### src/rtl/div_result_buffer.sv
// div_result_buffer: captures the divider's single-cycle result pulse and its
// transaction ID in a small FIFO, then presents the head to writeback with a
// valid/ack handshake. Slots are reserved at issue time, and issue_allow_o
// holds the issue stage back so every result has somewhere to go.
// Optional feature macro: DIV_RESULT_BYPASS_EN. When it is defined, a result
// arriving at an empty buffer is shown on the writeback port in the same cycle.

package div_pkg;
  localparam int unsigned TRANS_ID_BITS = 4;
endpackage

module div_result_buffer #(
  parameter int unsigned DEPTH         = 2,
  parameter int unsigned TRANS_ID_BITS = div_pkg::TRANS_ID_BITS
) (
  input  logic                       clk_i,
  input  logic                       rst_ni,
  input  logic                       flush_i,
  input  logic                       div_start_i,
  input  logic                       div_valid_i,
  input  logic [63:0]                div_result_i,
  input  logic [TRANS_ID_BITS-1:0]   div_trans_id_i,
  output logic                       issue_allow_o,
  output logic                       wb_valid_o,
  output logic [63:0]                wb_result_o,
  output logic [TRANS_ID_BITS-1:0]   wb_trans_id_o,
  input  logic                       wb_ack_i,
  output logic [$clog2(DEPTH):0]     count_o,
  output logic                       overflow_o
);

  localparam int unsigned AW = $clog2(DEPTH);
  localparam int unsigned PW = AW + 1;
  // One extra bit so occupancy plus reservations never wraps.
  localparam int unsigned OW = PW + 1;

  // IDLE: nothing in flight; WAIT: op in flight, keep its result;
  // DROP: op in flight, its result was flushed and must be discarded.
  typedef enum logic [1:0] {
    ST_IDLE = 2'd0,
    ST_WAIT = 2'd1,
    ST_DROP = 2'd2
  } op_state_e;

  op_state_e                state_r;
  logic [PW-1:0]            wr_ptr_r;
  logic [PW-1:0]            rd_ptr_r;
  logic [63:0]              res_mem_r [DEPTH];
  logic [TRANS_ID_BITS-1:0] id_mem_r  [DEPTH];
  logic                     overflow_r;

  logic          inflight_s;
  logic          drop_s;
  logic          inflight_next_s;
  logic [PW-1:0] count_s;
  logic          fifo_valid_s;
  logic          full_s;
  logic          bypass_s;
  logic          push_req_s;
  logic          push_s;
  logic          pop_s;
  logic          overflow_set_s;
  logic [OW-1:0] occupancy_s;
  logic [OW-1:0] limit_s;

  // Decode the reservation state into the in-flight and drop qualifiers.
  always_comb begin
    inflight_s = 1'b0;
    drop_s     = 1'b0;
    case (state_r)
      ST_IDLE: begin
        inflight_s = 1'b0;
        drop_s     = 1'b0;
      end
      ST_WAIT: begin
        inflight_s = 1'b1;
        drop_s     = 1'b0;
      end
      ST_DROP: begin
        inflight_s = 1'b1;
        drop_s     = 1'b1;
      end
      default: begin
        inflight_s = 1'b0;
        drop_s     = 1'b0;
      end
    endcase
  end

  // FIFO occupancy, push/pop qualification and the optional bypass path.
  always_comb begin
    count_s      = wr_ptr_r - rd_ptr_r;
    fifo_valid_s = (count_s != {PW{1'b0}});
    full_s       = (count_s == PW'(DEPTH));
`ifdef DIV_RESULT_BYPASS_EN
    bypass_s     = !fifo_valid_s && div_valid_i && !drop_s && !flush_i;
`else
    bypass_s     = 1'b0;
`endif
    // A flush outranks any push arriving in the same cycle.
    push_req_s      = div_valid_i && !drop_s && !flush_i;
    pop_s           = fifo_valid_s && wb_ack_i;
    // A bypassed result consumed on the spot never touches storage; a full
    // FIFO still accepts a push when the head leaves in the same cycle.
    push_s          = push_req_s && !(bypass_s && wb_ack_i) && (!full_s || pop_s);
    overflow_set_s  = push_req_s && full_s && !pop_s;
    // A start and a result in the same cycle leave the reservation unchanged.
    inflight_next_s = (inflight_s && !div_valid_i) || div_start_i;
  end

  // Issue throttle: the start and ack terms are combinational so the throttle
  // closes in the cycle a start takes the last slot and reopens on a pop.
  always_comb begin
    occupancy_s   = OW'(count_s) + OW'(inflight_s) + OW'(div_start_i);
    limit_s       = OW'(DEPTH) + OW'(pop_s);
    issue_allow_o = (occupancy_s < limit_s);
  end

  // Writeback head: storage first, otherwise the bypass, otherwise zero.
  always_comb begin
    wb_valid_o    = fifo_valid_s || bypass_s;
    wb_result_o   = 64'd0;
    wb_trans_id_o = {TRANS_ID_BITS{1'b0}};
    if (fifo_valid_s) begin
      wb_result_o   = res_mem_r[rd_ptr_r[AW-1:0]];
      wb_trans_id_o = id_mem_r[rd_ptr_r[AW-1:0]];
    end else if (bypass_s) begin
      wb_result_o   = div_result_i;
      wb_trans_id_o = div_trans_id_i;
    end else begin
      wb_result_o   = 64'd0;
      wb_trans_id_o = {TRANS_ID_BITS{1'b0}};
    end
  end

  assign count_o    = count_s;
  assign overflow_o = overflow_r;

  // Read/write pointers; a flush empties the buffer outright.
  always_ff @(posedge clk_i or negedge rst_ni) begin
    if (!rst_ni) begin
      wr_ptr_r <= {PW{1'b0}};
      rd_ptr_r <= {PW{1'b0}};
    end else if (flush_i) begin
      wr_ptr_r <= {PW{1'b0}};
      rd_ptr_r <= {PW{1'b0}};
    end else begin
      if (push_s) begin
        wr_ptr_r <= wr_ptr_r + PW'(1);
      end
      if (pop_s) begin
        rd_ptr_r <= rd_ptr_r + PW'(1);
      end
    end
  end

  // Result and ID storage; the output mux masks unwritten slots.
  always_ff @(posedge clk_i) begin
    if (push_s) begin
      res_mem_r[wr_ptr_r[AW-1:0]] <= div_result_i;
      id_mem_r[wr_ptr_r[AW-1:0]]  <= div_trans_id_i;
    end
  end

  // Sticky overflow flag, cleared only by reset.
  always_ff @(posedge clk_i or negedge rst_ni) begin
    if (!rst_ni) begin
      overflow_r <= 1'b0;
    end else if (overflow_set_s) begin
      overflow_r <= 1'b1;
    end
  end

  // Reservation FSM for the divider's single outstanding operation.
  always_ff @(posedge clk_i or negedge rst_ni) begin
    if (!rst_ni) begin
      state_r <= ST_IDLE;
    end else if (flush_i) begin
      // Whatever is still in flight after this cycle belongs to the flushed
      // pipeline, so its result must be thrown away.
      state_r <= inflight_next_s ? ST_DROP : ST_IDLE;
    end else begin
      case (state_r)
        ST_IDLE: state_r <= inflight_next_s ? ST_WAIT : ST_IDLE;
        ST_WAIT: state_r <= inflight_next_s ? ST_WAIT : ST_IDLE;
        ST_DROP: begin
          if (div_valid_i) begin
            state_r <= div_start_i ? ST_WAIT : ST_IDLE;
          end else begin
            state_r <= ST_DROP;
          end
        end
        default: state_r <= ST_IDLE;
      endcase
    end
  end

endmodule

### config.mk
export PLATFORM = sky130hd
export DESIGN_NAME = div_result_buffer
export DESIGN_NICKNAME = d
export VERILOG_FILES = /design/src/rtl/div_result_buffer.sv
export SDC_FILE = /design/constraint.sdc
export NUM_CORES = 1
export LEC_CHECK = 0
export CAP_MARGIN = 10
export CORE_AREA = 3 3 129 100
export DETAILED_ROUTE_END_ITERATION = 10
export DIE_AREA = 0 0 132 103
export GPL_ROUTABILITY_DRIVEN = 1
export PLACE_DENSITY = 0.78
export SYNTH_ARGS = -nofsm -noshare
export SYNTH_HDL_FRONTEND = slang
export SYNTH_SLANG_ARGS = --single-unit
### constraint.sdc
create_clock -name clk_i -period 8.6 [get_ports clk_i]
set_input_delay 1.72 -clock clk_i [delete_from_list [all_inputs] [get_ports clk_i]]
set_output_delay 1.72 -clock clk_i [all_outputs]
set_load 0.05 [all_outputs]
==> out/metrics.cfg <==
[run_status]
status = finished clean

[timing]
relSlewSlack_pct = 53.3
final_hold_viol_count = 0
rsz0062_at_grt = false
fin_crit_ns = 5.98
setup_viol = 0
setup_tns_ns = 0
tightest_slew_ns = 0.701
report.final.slew_viol_count = 0
timing.final.crit_share_pct = 69.6
setup_slack_ns = 2.62
skew_ns = 0.00640
fmax_mhz = 167

[pwr]
p_int_mw = 1.68
power_frac_seq_pct = 29.0
power.density_mw_per_mm2 = 378
pwr-share-comb_pct = 48.3
max-vdd-ir-drop_v = 0.000246
total_power_mw = 2.97
leakage_nw = 2.70
p_switching_mw = 1.29
clockPowerShare_pct = 22.7
swShare_pct = 43.4

[min_path]
hold_path.class = reg -> reg

[detailed_routing]
num_vias = 3337
drc_errors = 0
routed_wirelength_mm = 11.4
route.detailed.wl_per_inst_um = 16.9
dr.pass1.iters = 4
drt_iter0_markers = 159
via_per_inst = 4.94
antenna_left = 0

[yosys]
avgSynthCellArea_um2 = 16.4
yosys.area.top_type = edfxtp_1
synth_cell_types = 34
synth_area_leaders = edfxtp_1, mux2i_1, nor2_1
synthCells = 345
ys_ff_latch = 143
synth_nets = 426
synth_top_area_share_pct = 72.3
yosys_warnings = 0
yosysSeqAreaShare_pct = 75.4
synthesis.area_mm2 = 0.00565

[setup_path]
crit_type = in -> out
start_kind = primary input
cp_data_arrival_time_ns = 4.26
crit_path_max_fanout = 3
critPathCaptureType = output pin
critical_path_required_ns = 6.88

[cts]
cts_buffer_depth = 2
cts_tree = done
numCtsBuffers = 17
cts_root_buf = clkbuf_16
h-tree-depth = 4
clk_pin_slew_ns = 0.06
hold_buffers = 0
postCtsSetupBuffers = 0
clkSinkCount = 143
cts_resized = 0
insertion_delay_ns = 0.40

[placement]
placed_cells = 643
pre_cts_ws_ns = 2.65
place_congestion = 0.775
dpl.hpwl_mm = 7.30
port_buffers = 146
placed_cell_area_mm2 = 0.00731

[global_routing]
grt_use_met2_pct = 28.6
grt_util_met3_pct = 5.41
grt_pass1_vias = 3474
antenna_found_initial = 0
gr-max-usage-layer = met2
gr-total-overflow = 0
grt_use_total_pct = 17.2
grt_max_degree = 46
grt_pass1_wl_mm = 17.9
met1_usage_pct = 21.3

[floorplanning]
die_x_um = 132
die_y_um = 103
io_pins = 147
dieArea_mm2 = 0.0136
initial_utilization_pct = 48.7
core_mm2 = 0.0116
num_rows = 34

[layout]
drive_above_1_share_pct = 8.38
nets = 581
layout_common_cells = clkdlybuf4s50_1, edfxtp_1, nor2_1
final_area_mm2 = 0.00786
mostFrequentLayoutCell = clkdlybuf4s50_1
num_antenna_cells = 0
area_growth_pct = 39.1
finalNonFillerCells = 675

[run]
max-cap-violations = 0

[Yosys cell counts]
| library cell | n |
|---|---|
| a211o_1 | 1 |
| a211oi_1 | 1 |
| a21o_1 | 1 |
| a21oi_1 | 2 |
| a311oi_1 | 1 |
| a31o_2 | 1 |
| a31oi_1 | 1 |
| buf_1 | 4 |
| buf_2 | 9 |
| clkbuf_1 | 3 |
| dfrtp_1 | 7 |
| edfxtp_1 | 136 |
| fa_1 | 1 |
| ha_1 | 6 |
| inv_1 | 7 |
| mux2_1 | 1 |
| mux2_2 | 1 |
| mux2i_1 | 68 |
| nand2_1 | 2 |
| nand2b_1 | 1 |
| nand3_1 | 2 |
| nor2_1 | 74 |
| nor2_2 | 1 |
| nor2b_1 | 3 |
| nor3_1 | 2 |
| nor3b_1 | 1 |
| nor4_1 | 1 |
| o211ai_1 | 1 |
| o22ai_1 | 1 |
| o2bb2ai_1 | 1 |
| or3b_2 | 1 |
| xnor2_1 | 1 |
| xor3_1 | 1 |
| xor3_2 | 1 |
[stage by stage]
step | utilization [%] | hold slack [ns]
floorplan | - | 0.564
global placement | 62.9 | 0.461
detailed placement | 62.9 | 0.476
CTS | 67.7 | 0.488
global route | 67.7 | 0.502
finish | 67.7 | 0.490
[worst paths after layout]
kind / cells past startpoint / slack (ns) / to / from
min in group asynchronous: 1 / 1.60 / rd_ptr_r[1] / rst_ni
max in group asynchronous: 1 / 6.70 / rd_ptr_r[0] / rst_ni
worst max register to register: 5 / 5.52 / res_mem_r[0][47] / rd_ptr_r[0]
worst min register to register: 1 / 0.49 / overflow_o / overflow_o
worst min-delay path: 1 / 0.49 / overflow_o / overflow_o
worst max-delay path: 6 / 2.62 / issue_allow_o / div_start_i
[cells by family (layout without fill, tap and decap cells)]
family / after synthesis / in the layout / share of synthesized area (%)
flip-flops: 143 / 143 / 75.4
AND/OR/NAND/NOR: 88 / 88 / 6.35
multiplexers: 70 / 70 / 12.4
buffers and inverters: 23 / 191 / 1.73
AO/OA/AOI/OAI: 11 / 11 / 1.42
adder cells (fa/ha/maj): 7 / 7 / 1.68
XOR/XNOR: 3 / 3 / 1.02
[power by group through the flow]
stage	Clock [mW]	Sequential [mW]	Combinational, mW
finish	0.674	0.861	1.44
global route	0.725	0.866	1.50
CTS	0.690	0.862	1.45
detailed placement	0	0.876	1.44
global placement	0	0.872	1.43
floorplan	0	0.858	0.986
[state kept, by name, summed over array words and instances (netlist names)]
signal and cells:
state_r 2, wr_ptr_r 2, overflow_o 1, rd_ptr_r 2
id_mem_r 8, res_mem_r 128
[layout make-up]
cell class	instances	area, um^2
flip-flops and latches	143	4260
fillers	792	3750
repair buffers	152	1510
multi-input cells	179	1310
clock buffers	20	437
well taps	162	203
clock inverters	12	114
inverters	7	26.3
[metal layers]
metal  up-vias  part of all wire [%]
li1       1587                     -
met5         -                     0
met3         8                   5.7
met4         0                  0.77
met1      1639                    45
met2       103                    49
[worst max-delay path, cell delays in order]
cell and delay, ns:
clkdlybuf4s50_1 0.47, fa_1 0.44, ha_1 0.20, or3b_2 0.44
o22ai_1 0.15, clkdlybuf4s50_1 0.83
Power figures use the tool's default switching activity.
